`config.mk`:
```
export PLATFORM = sky130hd
export DESIGN_NAME = multicycle_control_unit_flat
export DESIGN_NICKNAME = d
export VERILOG_FILES = /design/src/rtl/multicycle_control_unit_if.sv /design/src/rtl/multicycle_control_unit.sv /design/src/flat_wrapper.sv
export SDC_FILE = /design/constraint.sdc
export NUM_CORES = 1
export LEC_CHECK = 0
export ABC_AREA = 1
export BUFFER_PORTS_ARGS = -buffer_cell sky130_fd_sc_hd__buf_2
export CELL_PAD_IN_SITES_DETAIL_PLACEMENT = 0
export CELL_PAD_IN_SITES_GLOBAL_PLACEMENT = 1
export CORE_UTILIZATION = 42
export CTS_BUF_LIST = sky130_fd_sc_hd__clkbuf_8
export DETAILED_ROUTE_END_ITERATION = 12
export PLACE_DENSITY = 0.95
export SYNTH_ARGS = -nofsm -noshare
export SYNTH_HDL_FRONTEND = slang
export SYNTH_SLANG_ARGS = --single-unit
```
`constraint.sdc`:
```
create_clock -name clk -period 2.7 [get_ports clk]
set_input_delay 0.27 -clock clk [delete_from_list [all_inputs] [get_ports clk]]
set_output_delay 0.27 -clock clk [all_outputs]
set_load 0.01 [all_outputs]
```
`src/rtl/multicycle_control_unit_if.sv`:
```
`default_nettype none
// ============================================================================
//  Module   : multicycle_control_unit_if
//  Purpose  : Bundles the instruction-decode inputs, the memory handshake and
//             the datapath strobes/selects/status of the multicycle control
//             unit into one port.
//  Ports    : op[5:0], func[5:0], z, mem_ready       (datapath -> control)
//             wpc, wir, wmem, wreg, iord, regrt, m2reg, shift, jal, sext,
//             alusrca, aluc[3:0], alusrcb[1:0], pcsource[1:0],
//             state[2:0], illegal, mem_timeout, icount[CNT_W-1:0]
//                                                    (control -> datapath)
//  Modports : master = control unit, slave = datapath side
//  Revision : 1.0  initial release
// ============================================================================
interface multicycle_control_unit_if #(
    parameter int CNT_W = 32
);
    logic [5:0]       op;
    logic [5:0]       func;
    logic             z;
    logic             mem_ready;

    logic             wpc;
    logic             wir;
    logic             wmem;
    logic             wreg;
    logic             iord;
    logic             regrt;
    logic             m2reg;
    logic             shift;
    logic             jal;
    logic             sext;
    logic             alusrca;
    logic [3:0]       aluc;
    logic [1:0]       alusrcb;
    logic [1:0]       pcsource;
    logic [2:0]       state;
    logic             illegal;
    logic             mem_timeout;
    logic [CNT_W-1:0] icount;

    modport master (
        input  op, func, z, mem_ready,
        output wpc, wir, wmem, wreg, iord, regrt, m2reg, shift, jal, sext,
               alusrca, aluc, alusrcb, pcsource, state, illegal,
               mem_timeout, icount
    );

    modport slave (
        output op, func, z, mem_ready,
        input  wpc, wir, wmem, wreg, iord, regrt, m2reg, shift, jal, sext,
               alusrca, aluc, alusrcb, pcsource, state, illegal,
               mem_timeout, icount
    );
endinterface
`default_nettype wire

```
`src/rtl/multicycle_control_unit.sv`:
```
`default_nettype none
// ============================================================================
//  Module   : multicycle_control_unit
//  Purpose  : Five-state (IF/ID/EXE/MEM/WB) control FSM for a MIPS-subset
//             multicycle datapath, with memory wait timeout, illegal opcode
//             detection and a retired-instruction counter.
//  Ports    : clk   - rising-edge clock
//             clrn  - asynchronous active-low reset
//             bus   - multicycle_control_unit_if.master (decode inputs,
//                     mem_ready, datapath strobes/selects, status)
//  Revision : 1.0  initial release
// ============================================================================
module multicycle_control_unit #(
    parameter int MEM_HANDSHAKE = 1,
    parameter int TIMEOUT       = 15,
    parameter int CNT_W         = 32
) (
    input  wire logic                 clk,
    input  wire logic                 clrn,
    multicycle_control_unit_if.master bus
);
    typedef enum logic [2:0] {
        S_IF  = 3'd0,
        S_ID  = 3'd1,
        S_EXE = 3'd2,
        S_MEM = 3'd3,
        S_WB  = 3'd4
    } state_t;

    // The abort fires on the TIMEOUT-th consecutive waiting cycle.
    localparam logic [7:0] c_WAIT_LAST = 8'(TIMEOUT - 1);

    state_t           r_state;
    state_t           w_next;
    logic [7:0]       r_wait;
    logic             r_mem_timeout;
    logic [CNT_W-1:0] r_icount;

    logic w_ready, w_waiting, w_timeout, w_retire;

    generate
        if (MEM_HANDSHAKE != 0) begin : g_handshake
            assign w_ready = bus.mem_ready;
        end else begin : g_fixed_timing
            assign w_ready = 1'b1;
        end
    endgenerate

    assign w_waiting = ((r_state == S_IF) || (r_state == S_MEM)) && !w_ready;
    assign w_timeout = w_waiting && (r_wait == c_WAIT_LAST);

    // ---------------------------------------------------------------- decode
    logic       w_is_legal, w_is_j, w_is_jal, w_is_jr, w_is_beq, w_is_bne;
    logic       w_is_lw, w_is_sw, w_is_imm, w_is_regrt, w_is_sext, w_is_shift;
    logic [3:0] w_dec_aluc;

    always_comb begin
        w_is_legal = 1'b1;
        w_is_j     = 1'b0;
        w_is_jal   = 1'b0;
        w_is_jr    = 1'b0;
        w_is_beq   = 1'b0;
        w_is_bne   = 1'b0;
        w_is_lw    = 1'b0;
        w_is_sw    = 1'b0;
        w_is_imm   = 1'b0;
        w_is_regrt = 1'b0;
        w_is_sext  = 1'b0;
        w_is_shift = 1'b0;
        w_dec_aluc = 4'b0010;
        case (bus.op)
            6'h00: begin
                case (bus.func)
                    6'h20: w_dec_aluc = 4'b0010;
                    6'h21: w_dec_aluc = 4'b0000;
                    6'h22: w_dec_aluc = 4'b0011;
                    6'h23: w_dec_aluc = 4'b0001;
                    6'h24: w_dec_aluc = 4'b0100;
                    6'h25: w_dec_aluc = 4'b0101;
                    6'h26: w_dec_aluc = 4'b0110;
                    6'h27: w_dec_aluc = 4'b0111;
                    6'h2A: w_dec_aluc = 4'b1011;
                    6'h2B: w_dec_aluc = 4'b1010;
                    6'h00: begin w_dec_aluc = 4'b1110; w_is_shift = 1'b1; end
                    6'h02: begin w_dec_aluc = 4'b1111; w_is_shift = 1'b1; end
                    6'h03: begin w_dec_aluc = 4'b1100; w_is_shift = 1'b1; end
                    6'h04: w_dec_aluc = 4'b1110;
                    6'h06: w_dec_aluc = 4'b1111;
                    6'h07: w_dec_aluc = 4'b1100;
                    6'h08: w_is_jr = 1'b1;
                    default: w_is_legal = 1'b0;
                endcase
            end
            6'h08: begin w_dec_aluc = 4'b0010; w_is_imm = 1'b1; w_is_regrt = 1'b1; w_is_sext = 1'b1; end
            6'h09: begin w_dec_aluc = 4'b0000; w_is_imm = 1'b1; w_is_regrt = 1'b1; w_is_sext = 1'b1; end
            6'h0C: begin w_dec_aluc = 4'b0100; w_is_imm = 1'b1; w_is_regrt = 1'b1; end
            6'h0D: begin w_dec_aluc = 4'b0101; w_is_imm = 1'b1; w_is_regrt = 1'b1; end
            6'h0E: begin w_dec_aluc = 4'b0110; w_is_imm = 1'b1; w_is_regrt = 1'b1; end
            6'h0A: begin w_dec_aluc = 4'b1011; w_is_imm = 1'b1; w_is_regrt = 1'b1; w_is_sext = 1'b1; end
            6'h0B: begin w_dec_aluc = 4'b1010; w_is_imm = 1'b1; w_is_regrt = 1'b1; w_is_sext = 1'b1; end
            6'h0F: begin w_dec_aluc = 4'b1000; w_is_imm = 1'b1; w_is_regrt = 1'b1; end
            6'h23: begin w_is_lw = 1'b1; w_is_imm = 1'b1; w_is_regrt = 1'b1; w_is_sext = 1'b1; end
            6'h2B: begin w_is_sw = 1'b1; w_is_imm = 1'b1; w_is_sext = 1'b1; end
            6'h04: begin w_is_beq = 1'b1; w_dec_aluc = 4'b0011; w_is_sext = 1'b1; end
            6'h05: begin w_is_bne = 1'b1; w_dec_aluc = 4'b0011; w_is_sext = 1'b1; end
            6'h02: w_is_j   = 1'b1;
            6'h03: w_is_jal = 1'b1;
            default: w_is_legal = 1'b0;
        endcase
    end

    // --------------------------------------------------- next state / outputs
    logic       w_wpc, w_wir, w_wmem, w_wreg, w_iord, w_regrt, w_m2reg;
    logic       w_shift, w_jal, w_sext, w_alusrca, w_illegal;
    logic [3:0] w_aluc;
    logic [1:0] w_alusrcb, w_pcsource;

    always_comb begin
        w_next     = S_IF;
        w_retire   = 1'b0;
        w_wpc      = 1'b0;
        w_wir      = 1'b0;
        w_wmem     = 1'b0;
        w_wreg     = 1'b0;
        w_iord     = 1'b0;
        w_regrt    = 1'b0;
        w_m2reg    = 1'b0;
        w_shift    = 1'b0;
        w_jal      = 1'b0;
        w_sext     = 1'b0;
        w_alusrca  = 1'b0;
        w_illegal  = 1'b0;
        w_aluc     = 4'b0000;
        w_alusrcb  = 2'b00;
        w_pcsource = 2'b00;
        case (r_state)
            S_IF: begin
                w_alusrcb = 2'b01;
                w_aluc    = 4'b0010;
                w_wir     = w_ready;
                w_wpc     = w_ready;
                // A timeout in IF simply restarts the fetch in place.
                w_next    = w_ready ? S_ID : S_IF;
            end
            S_ID: begin
                w_alusrcb = 2'b11;
                w_aluc    = 4'b0010;
                w_sext    = 1'b1;
                if (!w_is_legal) begin
                    w_illegal = 1'b1;
                    w_next    = S_IF;
                end else if (w_is_j || w_is_jal) begin
                    w_wpc      = 1'b1;
                    w_pcsource = 2'b11;
                    w_jal      = w_is_jal;
                    w_wreg     = w_is_jal;
                    w_retire   = 1'b1;
                    w_next     = S_IF;
                end else if (w_is_jr) begin
                    w_wpc      = 1'b1;
                    w_pcsource = 2'b10;
                    w_retire   = 1'b1;
                    w_next     = S_IF;
                end else begin
                    w_next = S_EXE;
                end
            end
            S_EXE: begin
                w_aluc    = w_dec_aluc;
                w_alusrca = 1'b1;
                w_shift   = w_is_shift;
                w_alusrcb = w_is_imm ? 2'b10 : 2'b00;
                w_sext    = w_is_sext;
                if (w_is_beq || w_is_bne) begin
                    w_wpc      = (w_is_beq & bus.z) | (w_is_bne & ~bus.z);
                    w_pcsource = 2'b01;
                    w_retire   = 1'b1;
                    w_next     = S_IF;
                end else if (w_is_lw || w_is_sw) begin
                    w_next = S_MEM;
                end else begin
                    w_next = S_WB;
                end
            end
            S_MEM: begin
                w_iord = 1'b1;
                if (w_ready) begin
                    if (w_is_sw) begin
                        w_wmem   = 1'b1;
                        w_retire = 1'b1;
                        w_next   = S_IF;
                    end else begin
                        w_next = S_WB;
                    end
                end else if (w_timeout) begin
                    w_next = S_IF;
                end else begin
                    w_next = S_MEM;
                end
            end
            S_WB: begin
                w_wreg   = 1'b1;
                w_regrt  = w_is_regrt;
                w_m2reg  = w_is_lw;
                w_retire = 1'b1;
                w_next   = S_IF;
            end
            default: w_next = S_IF;
        endcase
    end

    // ------------------------------------------------------------- registers
    always_ff @(posedge clk or negedge clrn) begin
        if (!clrn) begin
            r_state       <= S_IF;
            r_wait        <= 8'd0;
            r_mem_timeout <= 1'b0;
            r_icount      <= '0;
        end else begin
            r_state <= w_next;
            // Any state change (normal or abort) leaves w_waiting low or
            // w_timeout high, so both paths clear the counter.
            r_wait  <= (w_waiting && !w_timeout) ? r_wait + 8'd1 : 8'd0;
            if (w_timeout) begin
                r_mem_timeout <= 1'b1;
            end
            if (w_retire) begin
                r_icount <= r_icount + 1'b1;
            end
        end
    end

    // Write strobes are held off while reset is asserted so an aborted
    // instruction cannot commit anything during the reset window.
    assign bus.wpc         = w_wpc  & clrn;
    assign bus.wir         = w_wir  & clrn;
    assign bus.wmem        = w_wmem & clrn;
    assign bus.wreg        = w_wreg & clrn;
    assign bus.iord        = w_iord;
    assign bus.regrt       = w_regrt;
    assign bus.m2reg       = w_m2reg;
    assign bus.shift       = w_shift;
    assign bus.jal         = w_jal;
    assign bus.sext        = w_sext;
    assign bus.alusrca     = w_alusrca;
    assign bus.aluc        = w_aluc;
    assign bus.alusrcb     = w_alusrcb;
    assign bus.pcsource    = w_pcsource;
    assign bus.illegal     = w_illegal;
    assign bus.state       = r_state;
    assign bus.mem_timeout = r_mem_timeout;
    assign bus.icount      = r_icount;
endmodule
`default_nettype wire

```
`src/flat_wrapper.sv`:
```
// flat-port wrapper written by rule: the top's interface ports become plain ports
module multicycle_control_unit_flat 
#(
    parameter int MEM_HANDSHAKE = 1,
    parameter int TIMEOUT       = 15,
    parameter int CNT_W         = 32
)
  (clk, clrn, bus_op, bus_func, bus_z, bus_mem_ready, bus_wpc, bus_wir, bus_wmem, bus_wreg, bus_iord, bus_regrt, bus_m2reg, bus_shift, bus_jal, bus_sext, bus_alusrca, bus_aluc, bus_alusrcb, bus_pcsource, bus_state, bus_illegal, bus_mem_timeout, bus_icount);
  multicycle_control_unit_if #(.CNT_W(CNT_W)) bus_i ();
  input  wire logic clk;
  input  wire logic clrn;
  input wire logic [$bits(bus_i.op)-1:0] bus_op;
  input wire logic [$bits(bus_i.func)-1:0] bus_func;
  input wire logic [$bits(bus_i.z)-1:0] bus_z;
  input wire logic [$bits(bus_i.mem_ready)-1:0] bus_mem_ready;
  output wire logic [$bits(bus_i.wpc)-1:0] bus_wpc;
  output wire logic [$bits(bus_i.wir)-1:0] bus_wir;
  output wire logic [$bits(bus_i.wmem)-1:0] bus_wmem;
  output wire logic [$bits(bus_i.wreg)-1:0] bus_wreg;
  output wire logic [$bits(bus_i.iord)-1:0] bus_iord;
  output wire logic [$bits(bus_i.regrt)-1:0] bus_regrt;
  output wire logic [$bits(bus_i.m2reg)-1:0] bus_m2reg;
  output wire logic [$bits(bus_i.shift)-1:0] bus_shift;
  output wire logic [$bits(bus_i.jal)-1:0] bus_jal;
  output wire logic [$bits(bus_i.sext)-1:0] bus_sext;
  output wire logic [$bits(bus_i.alusrca)-1:0] bus_alusrca;
  output wire logic [$bits(bus_i.aluc)-1:0] bus_aluc;
  output wire logic [$bits(bus_i.alusrcb)-1:0] bus_alusrcb;
  output wire logic [$bits(bus_i.pcsource)-1:0] bus_pcsource;
  output wire logic [$bits(bus_i.state)-1:0] bus_state;
  output wire logic [$bits(bus_i.illegal)-1:0] bus_illegal;
  output wire logic [$bits(bus_i.mem_timeout)-1:0] bus_mem_timeout;
  output wire logic [$bits(bus_i.icount)-1:0] bus_icount;
  assign bus_i.op = bus_op;
  assign bus_i.func = bus_func;
  assign bus_i.z = bus_z;
  assign bus_i.mem_ready = bus_mem_ready;
  assign bus_wpc = bus_i.wpc;
  assign bus_wir = bus_i.wir;
  assign bus_wmem = bus_i.wmem;
  assign bus_wreg = bus_i.wreg;
  assign bus_iord = bus_i.iord;
  assign bus_regrt = bus_i.regrt;
  assign bus_m2reg = bus_i.m2reg;
  assign bus_shift = bus_i.shift;
  assign bus_jal = bus_i.jal;
  assign bus_sext = bus_i.sext;
  assign bus_alusrca = bus_i.alusrca;
  assign bus_aluc = bus_i.aluc;
  assign bus_alusrcb = bus_i.alusrcb;
  assign bus_pcsource = bus_i.pcsource;
  assign bus_state = bus_i.state;
  assign bus_illegal = bus_i.illegal;
  assign bus_mem_timeout = bus_i.mem_timeout;
  assign bus_icount = bus_i.icount;
  multicycle_control_unit #(.MEM_HANDSHAKE(MEM_HANDSHAKE), .TIMEOUT(TIMEOUT), .CNT_W(CNT_W)) u_core (.clk(clk), .clrn(clrn), .bus(bus_i));
endmodule
```
== Word level (Yosys, flattened, before mapping) ==
Index checks and enable logic that the tools add are counted.

* Equality and inequality tests: 35
* Bitwise gates (word level): 8
* Add/sub/neg operators: 2
* Reduce and logical (&&, ||, !) cells: 23
* Muxes and demuxes: 59

{| class="wikitable"
|+ Operators by type and width
! operator !! number
|-
| $eq 6x6->1 const B || 12
|-
| $eq 6x4->1 const B || 9
|-
| $pmux 4 s12 || 1
|-
| $pmux 4 s9 || 1
|-
| $mux 1 || 35
|-
| $add 32x1->32 const B || 1
|-
| $eq 6x3->1 const B || 5
|-
| $eq 6x2->1 const B || 4
|-
| $mux 3 || 6
|-
| $reduce_or 17->1 || 1
|-
| $reduce_or 14->1 || 1
|-
| $logic_not 6->1 || 2
|-
| $mux 2 || 6
|-
| $pmux 3 s4 || 1
|-
| $reduce_or 10->1 || 1
|-
| $reduce_or 2->1 || 5
|-
| $reduce_or 9->1 || 1
|-
| $add 8x1->8 const B || 1
|-
| $eq 8x4->1 const B || 1
|-
| $mux 8 || 1
|-
| $pmux 4 s2 || 1
|-
| $reduce_or 8->1 || 1
|-
| $and 1x1->1 || 6
|-
| $eq 3x2->1 const B || 2
|-
| other kinds (14) || 22
|}

* Input bits: 16
* Flip-flop bits (word level): 44
* Output and inout bits: 56
* Logic and storage cells: 131

== Depth between registers and ports, before layout ==
Gate-level depths: netlist of run 1.

* Depth after elaboration: 8
* Depth in mapped cells: 12
* Depth with buffers taken out: 11

== Least setup slack after synthesis of run 1 ==
Ideal clock, no wire load.

* Kind: register to register
* From: register u_core.r_icount[0] (netlist: u_core.bus.icount[0])
* To: register u_core.r_icount[22] (netlist: u_core.bus.icount[22])
* Library setup time: 0.117 ns
* Data required time: 2.583 ns
* Setup slack: 1.091 ns
* Stages on the path, launching flop included: 11
* Period minus slack after synthesis: 1.609 ns
* Arrival: 1.492 ns
* Path buffers: 0
* Cell sequence: dfrtp_1 > ha_1 > nand3_1 > inv_2 > nand2_1 > nor2_2 > nand3_1 > nor2_1 > nand2_1 > nand2_1 > nand2_1

* Longest elaborated chain between the ends: 1

{| class="wikitable"
|+ Ends and longest elaborated chain
! what !! line !! RTL
|-
| start: declaration || multicycle_control_unit.sv:37 || <nowiki>logic [CNT_W-1:0] r_icount;</nowiki>
|-
| start signal: assignment || multicycle_control_unit.sv:228 || <nowiki>r_icount <= r_icount + 1'b1;</nowiki>
|-
| $add 32x1->32 || multicycle_control_unit.sv:228 ||
|}

No other way between the ends.
A chain may end at the register's enable or synchronous reset.

== Worst setup path in the final report of run 1 ==
* From: register u_core.r_state[2] (netlist: u_core.bus.state[2])
* To: output port bus_wpc

* Longest elaborated chain between the ends: 3
* Elaborated cells between the ends (all ways): 5
* Those cells by class: eq/ne (2); mux (1); bitwise (1); reduce/logical (1)

{| class="wikitable"
|+ Ends and longest elaborated chain
! what !! line !! RTL
|-
| start: declaration || multicycle_control_unit.sv:33 || <nowiki>state_t r_state;</nowiki>
|-
| start signal: assignment || multicycle_control_unit.sv:220 || <nowiki>r_state <= w_next;</nowiki>
|-
| $eq 3x2->1 (tied with other cells) || multicycle_control_unit.sv:136 || <nowiki>case (r_state)</nowiki>
|-
| $pmux 1 s3 * || multicycle_control_unit.sv:136 ||
|-
| $and 1x1->1 * || multicycle_control_unit.sv:235 || <nowiki>assign bus.wpc = w_wpc & clrn;</nowiki>
|-
| end: declaration || flat_wrapper.sv:16 || <nowiki>output wire logic [$bits(bus_i.wpc)-1:0] bus_wpc;</nowiki>
|}

Every way passes the cells marked *; elsewhere a longest branch is shown, timed or not.

==> results.cfg, run 1 <==
[route]
drt_wl_total_mm = 7.98
wl_per_cell_um = 11.6
vias = 3424
drt_pass1_iterations = 4
routed_via_density = 5.00
drcViolationCount = 0
drtIter0Drc = 174
ant_nets = 0

[cts]
cts_hold_buf = 0
clockBufferDepth = 2
cts.sinks = 44
htree_num_levels = 2
cts_resized = 0
worstSkewPairLatency_ps = 290
cts_setup_buffers = 0
cts_buffers = 5
cts_root_buffer = clkbuf_8
tritoncts = built
path_clk_slew_ps = 80

[placed_design]
dpl.hpwl_mm = 6.33
gp_congestion = 0.900
port_buffers = 71

[setup_path]
path_cells = inv_1 -> nand3_1 -> nor2_1 -> nand2_1 -> a31oi_1 -> buf_2
critPathBufInv = 2
reg2reg_depth = 9
worstReg2RegStart = u_core.bus.state[2]
r2r-end = u_core.bus.icount[22]
arrival_ps = 1770
max_stage_delay_ps = 430
crit_path_start_kind = flip-flop
slowest_stage = dfrtp_1
ff2ff_setup_slack_ps = 720
required_ps = 2430
critPathMaxFanout = 8
crit_path_end_kind = output pin
cp_top_family = simple AND/OR/NAND/NOR gates
critical_path_class = flip-flop to output pin

[sta]
slew_headroom = 0.627
min_period_ps = 2040
skew_ps = 11.2
rsz0062_at_grt = false
setup_viol = 0
maxClockFrequency_mhz = 491
worst_slew_pin_slew_ps = 556
whs_ps = 92.5
slew_viol_final = 0
tns_ps = 0
final.period_utilization = 0.755
final-hold-violation-count = 0

[power_and_ir_drop]
leakage_nw = 2.03
swShare = 0.322
comb_power_share = 0.220
p_int_w = 0.000980
pwr_density_cell_nw_per_um2 = 385
ir_drop_mv = 0.357
power.share.sequential = 0.512
finalPower_w = 0.00144
p_switching_w = 0.000465
clkPwrFrac = 0.268

[cells_and_area]
diodes = 0
drive_above_1_share = 0.160
final_util = 0.511
area_growth_pct = 16.3
num-nets-final = 605

[synth]
synth.distinct_cells = 32
yosysTopAreaCell = dfrtp_1
syn_inst = 512
synth_warnings = 0
syn_avg_cell_area_um2 = 6.30
synth_top_area_share = 0.341
syn_area_um2 = 3220
ys_ff_latch = 44
ys_seq_area_frac = 0.341
syn_nets = 531
synth_area_leaders = dfrtp_1, nand2_1, nor2_1

[die]
initial_utilization = 0.440
fp-row-count = 31
die_area_um2 = 8030
io_pins = 72
core_area_um2 = 7330
dieWidth_um = 89.6
die_h_um = 89.6

[global_routing]
track_usage = 0.211
grt_pass1_vias = 3043
antenna_found_initial = 0
gr-total-overflow = 0
grt_max_degree = 45
grt_pass1_wl_mm = 13.3

[job]
maxCapViolCount = 0

[worst_hold_path]
hold_path_class = input pin to async pin

[outcome]
status = completed
## stage by stage
step | area [µm²] | setup WS [ps] | cells
final | 3750 | 662 | 685
after floorplan | 3220 | 1090 | 512
after global placement | 3670 | 751 | 678
after CTS | 3750 | 658 | 685
after detailed placement | 3670 | 725 | 678
after global routing | 3750 | 527 | 685
## cell usage in the layout (no fill, tap or decap), drive strengths merged, types with 9 or more instances in the layout
cell type	Yosys	routed
buf	6	73
dfrtp	44	44
inv	53	54
nand2	209	209
nand3	30	30
nand3b	12	12
nand4	9	9
nor2	83	83
nor3	15	15
o21ai	15	15
xor2	13	13
## registers in the layout, indices dropped and copies added, names as in the netlist
register                cells
u_core.bus.icount          32
u_core.bus.mem_timeout      1
u_core.r_wait               8
u_core.bus.state            3
## power by group through the flow
stage	registers (W)	logic, W	clock network [W]
CTS	0.000740	0.000322	0.000405
global placement	0.000751	0.000315	0
detailed placement	0.000752	0.000321	0
global route	0.000747	0.000363	0.000426
finish	0.000740	0.000318	0.000386
floorplan	0.000762	0.000185	0
## logic make-up after synthesis
kind of cell    after synthesis  synth area share
xor+xnor                     16            0.0435
fa+ha+maj                     3            0.0116
flops                        44             0.341
simple gates                361             0.476
buf+inv                      59            0.0764
compound gates               29            0.0508
## layout make-up
type,instances,area (µm²)
Clock buffer,5,68.8
Clock inverter,2,8.76
Fill cell,768,3580
Inverter,53,199
Multi-Input combinational cell,409,1880
Sequential cell,44,1100
Tap cell,99,124
Timing Repair Buffer,73,370
## synthesized netlist by cell type
library cell and number:
nand3_2 1, nand3_1 29, o31ai_1 1, buf_6 2, nand2_1 206, ha_1 3, xnor2_1 3, o32ai_1 1
nand2_2 2, a31oi_1 3, dfrtp_1 44, nor2_1 78, a21oi_1 7, nand4_1 8, buf_4 2, nand4_2 1
inv_1 50, xor2_1 13, nor2_2 4, o21a_1 1, buf_2 2, nor3b_1 2, nor3_1 14, o21ai_0 14
nor2_4 1, o21bai_2 1, and3_1 1, nor3_2 1, o21ai_1 1, nand2_4 1, nand3b_1 12, inv_2 3
## worst max path at each step
stage,depth (start not counted),from,to,slack (ps)
6_report,6,u_core.bus.state[2],bus_wpc,660
5_1_grt,9,u_core.bus.state[2],u_core.bus.icount[22],530
3_3_place_gp,9,u_core.bus.state[2],u_core.bus.icount[22],750
2_1_floorplan,10,u_core.bus.icount[0],u_core.bus.icount[22],1090
3_5_place_dp,10,bus_func[5],u_core.bus.icount[22],730
4_1_cts,6,u_core.bus.state[2],bus_wpc,660
## per-layer routing
metal | global-route usage | wire length (µm) | part of all wire
met5 | 0 | 0 | 0
met4 | 0.0620 | 106 | 0.013
met1 | 0.294 | 3710 | 0.46
met3 | 0.0265 | 512 | 0.064
met2 | 0.346 | 3650 | 0.46
Power figures use the tool's default switching activity.
==> run 2: changes to the inputs <==
Settings changed: CORE_UTILIZATION 42 to 35, PLACE_DENSITY 0.95 to 0.87.
Clock period 2.7 ns to 1.7 ns, I/O delays scaled along.
==> run 2 against run 1 <==
  * The flow now finishes with violations (design-rule violations, negative hold slack)
  * Flip-flop and latch count is the same
  * Critical path depth unchanged
  * First-iteration DRC count rose by 45%
  * Design area up 11%
  * Critical path type unchanged
  * Largest cell class unchanged
  * Largest power group unchanged
==> results.cfg, run 2 (synthesized netlist as in run 1, its figures left out) <==
[placed_design]
place_ws_ps = 72.3
numPlacedInstances = 702
gp_congestion = 0.941
dpl.hpwl_mm = 7.06
port_buffers = 71

[route]
ant_nets = 0
drt_pass1_iterations = 9
wl_per_cell_um = 12.8
drcViolationCount = 7
routed_via_density = 5.00
drtIter0Drc = 252
vias = 3622
drt_wl_total_mm = 9.28

[worst_hold_path]
hold_path_class = input pin to async pin

[cells_and_area]
area_growth_pct = 29.3
largest_reg_flops = 32
final_common_cell = nand2_1
fillers = 939
drive_above_1_share = 0.243
diodes = 0
final_cell_mix = nand2_1, nor2_1, buf_2
stdcell_count = 725
num-nets-final = 635

[power_and_ir_drop]
ir_drop_mv = 0.726
leakage_nw = 2.22
pwr_density_cell_nw_per_um2 = 649

[die]
io_pins = 72
die_area_um2 = 9600
core_area_um2 = 8810
fp-row-count = 34
dieWidth_um = 98.0
initial_utilization = 0.366
die_h_um = 98.0

[sta]
maxClockFrequency_mhz = 595
whs_ps = -22.6
layout_setup_ws_ps = 18.9
final-hold-violation-count = 32
tns_ps = 0
skew_ps = 5.69
worst_slew_pin_slew_ps = 577
setup_viol = 0
slew_viol_final = 0
min_period_ps = 1680
final.period_utilization = 0.989
slew_headroom = 0.615
rsz0062_at_grt = true

[job]
maxCapViolCount = 0

[global_routing]
antenna_found_initial = 0
grt_max_degree = 45
grt_pass1_vias = 3235
gr-total-overflow = 0
grt_pass1_wl_mm = 15.1
track_usage = 0.192

[cts]
cts_buffers = 5
cts.sinks = 44
tritoncts = built
worstSkewPairLatency_ps = 300
clockBufferDepth = 2
htree_num_levels = 2
cts_root_buffer = clkbuf_8
path_clk_slew_ps = 90

[outcome]
violations = design-rule violations, negative hold slack
status = finished, violations left

[setup_path]
crit_path_end_kind = output pin
slowest_stage = dfrtp_1
arrival_ps = 1510
required_ps = 1530
path_cells = inv_2 -> nand3_4 -> nor2_4 -> nand2_1 -> a31oi_2 -> buf_2
crit_path_start_kind = flip-flop
critPathMaxFanout = 4
critical_path_class = flip-flop to output pin
max_stage_delay_ps = 440
ff2ff_setup_slack_ps = 100
## run 2: worst paths after layout
check | start | to | cells after the start
max in group asynchronous | clrn | u_core.bus.icount[15] | 2
min in group clk | bus_mem_ready | u_core.bus.state[0] | 3
hold reg to reg | u_core.bus.mem_timeout | u_core.bus.mem_timeout | 2
setup / recovery | u_core.bus.state[2] | bus_wpc | 6
setup reg to reg | u_core.bus.state[1] | u_core.bus.icount[26] | 10
hold / removal | clrn | u_core.bus.icount[18] | 2
## run 2: cell type report
cell class / count / area [µm²] / area share
clock buffer: 5 / 68.8 / 0.0165
clock inverter: 3 / 42.5 / 0.0102
inverter: 53 / 206 / 0.0495
multi-input combinational: 409 / 1970 / 0.473
sequential: 44 / 1100 / 0.265
tap: 108 / 135 / 0.0324
timing repair buffer: 103 / 641 / 0.154
## run 2: repair_timing
action | 4_1_cts | 5_1_grt
buffers inserted | 5 | 8
pin swaps | 2 | 5
setup endpoints to repair | 8 | 35
gates resized for setup | 6 | 33
hold buffers | 0 | 0
gates cloned | 0 | 2
## run 2: per-layer routing
layer,share of wire,wire length [µm],GRT usage
met5,0,0,0
met4,0.017,161,0.0408
met3,0.057,527,0.0308
met2,0.46,4260,0.320
met1,0.47,4320,0.261
## run 2: worst max-delay path: cells and delay by family (launching register included)
family	cells	cell delay (ps)
flops	1	440
compound gates	1	180
simple gates	3	300
buf+inv	2	290
## run 2: power breakdown
group / switching (W) / leakage (nW) / internal [W]
Sequential: 0.0000581 / 0.598 / 0.00111
Clock: 0.000380 / 0.0541 / 0.000435
Combinational: 0.000412 / 1.56 / 0.000315
Total: 0.000850 / 2.22 / 0.00186
## run 2: stage by stage
step | power (W) | util | hold WS [ps] | cell area, µm²
floorplan | 0.00150 | - | -126 | 3220
detailed placement | 0.00176 | 0.432 | 343 | 3810
CTS | 0.00262 | 0.450 | 10.7 | 3970
finish | 0.00271 | 0.474 | -22.6 | 4170
global placement | 0.00175 | 0.432 | 335 | 3810
global route | 0.00288 | 0.474 | 31.3 | 4170
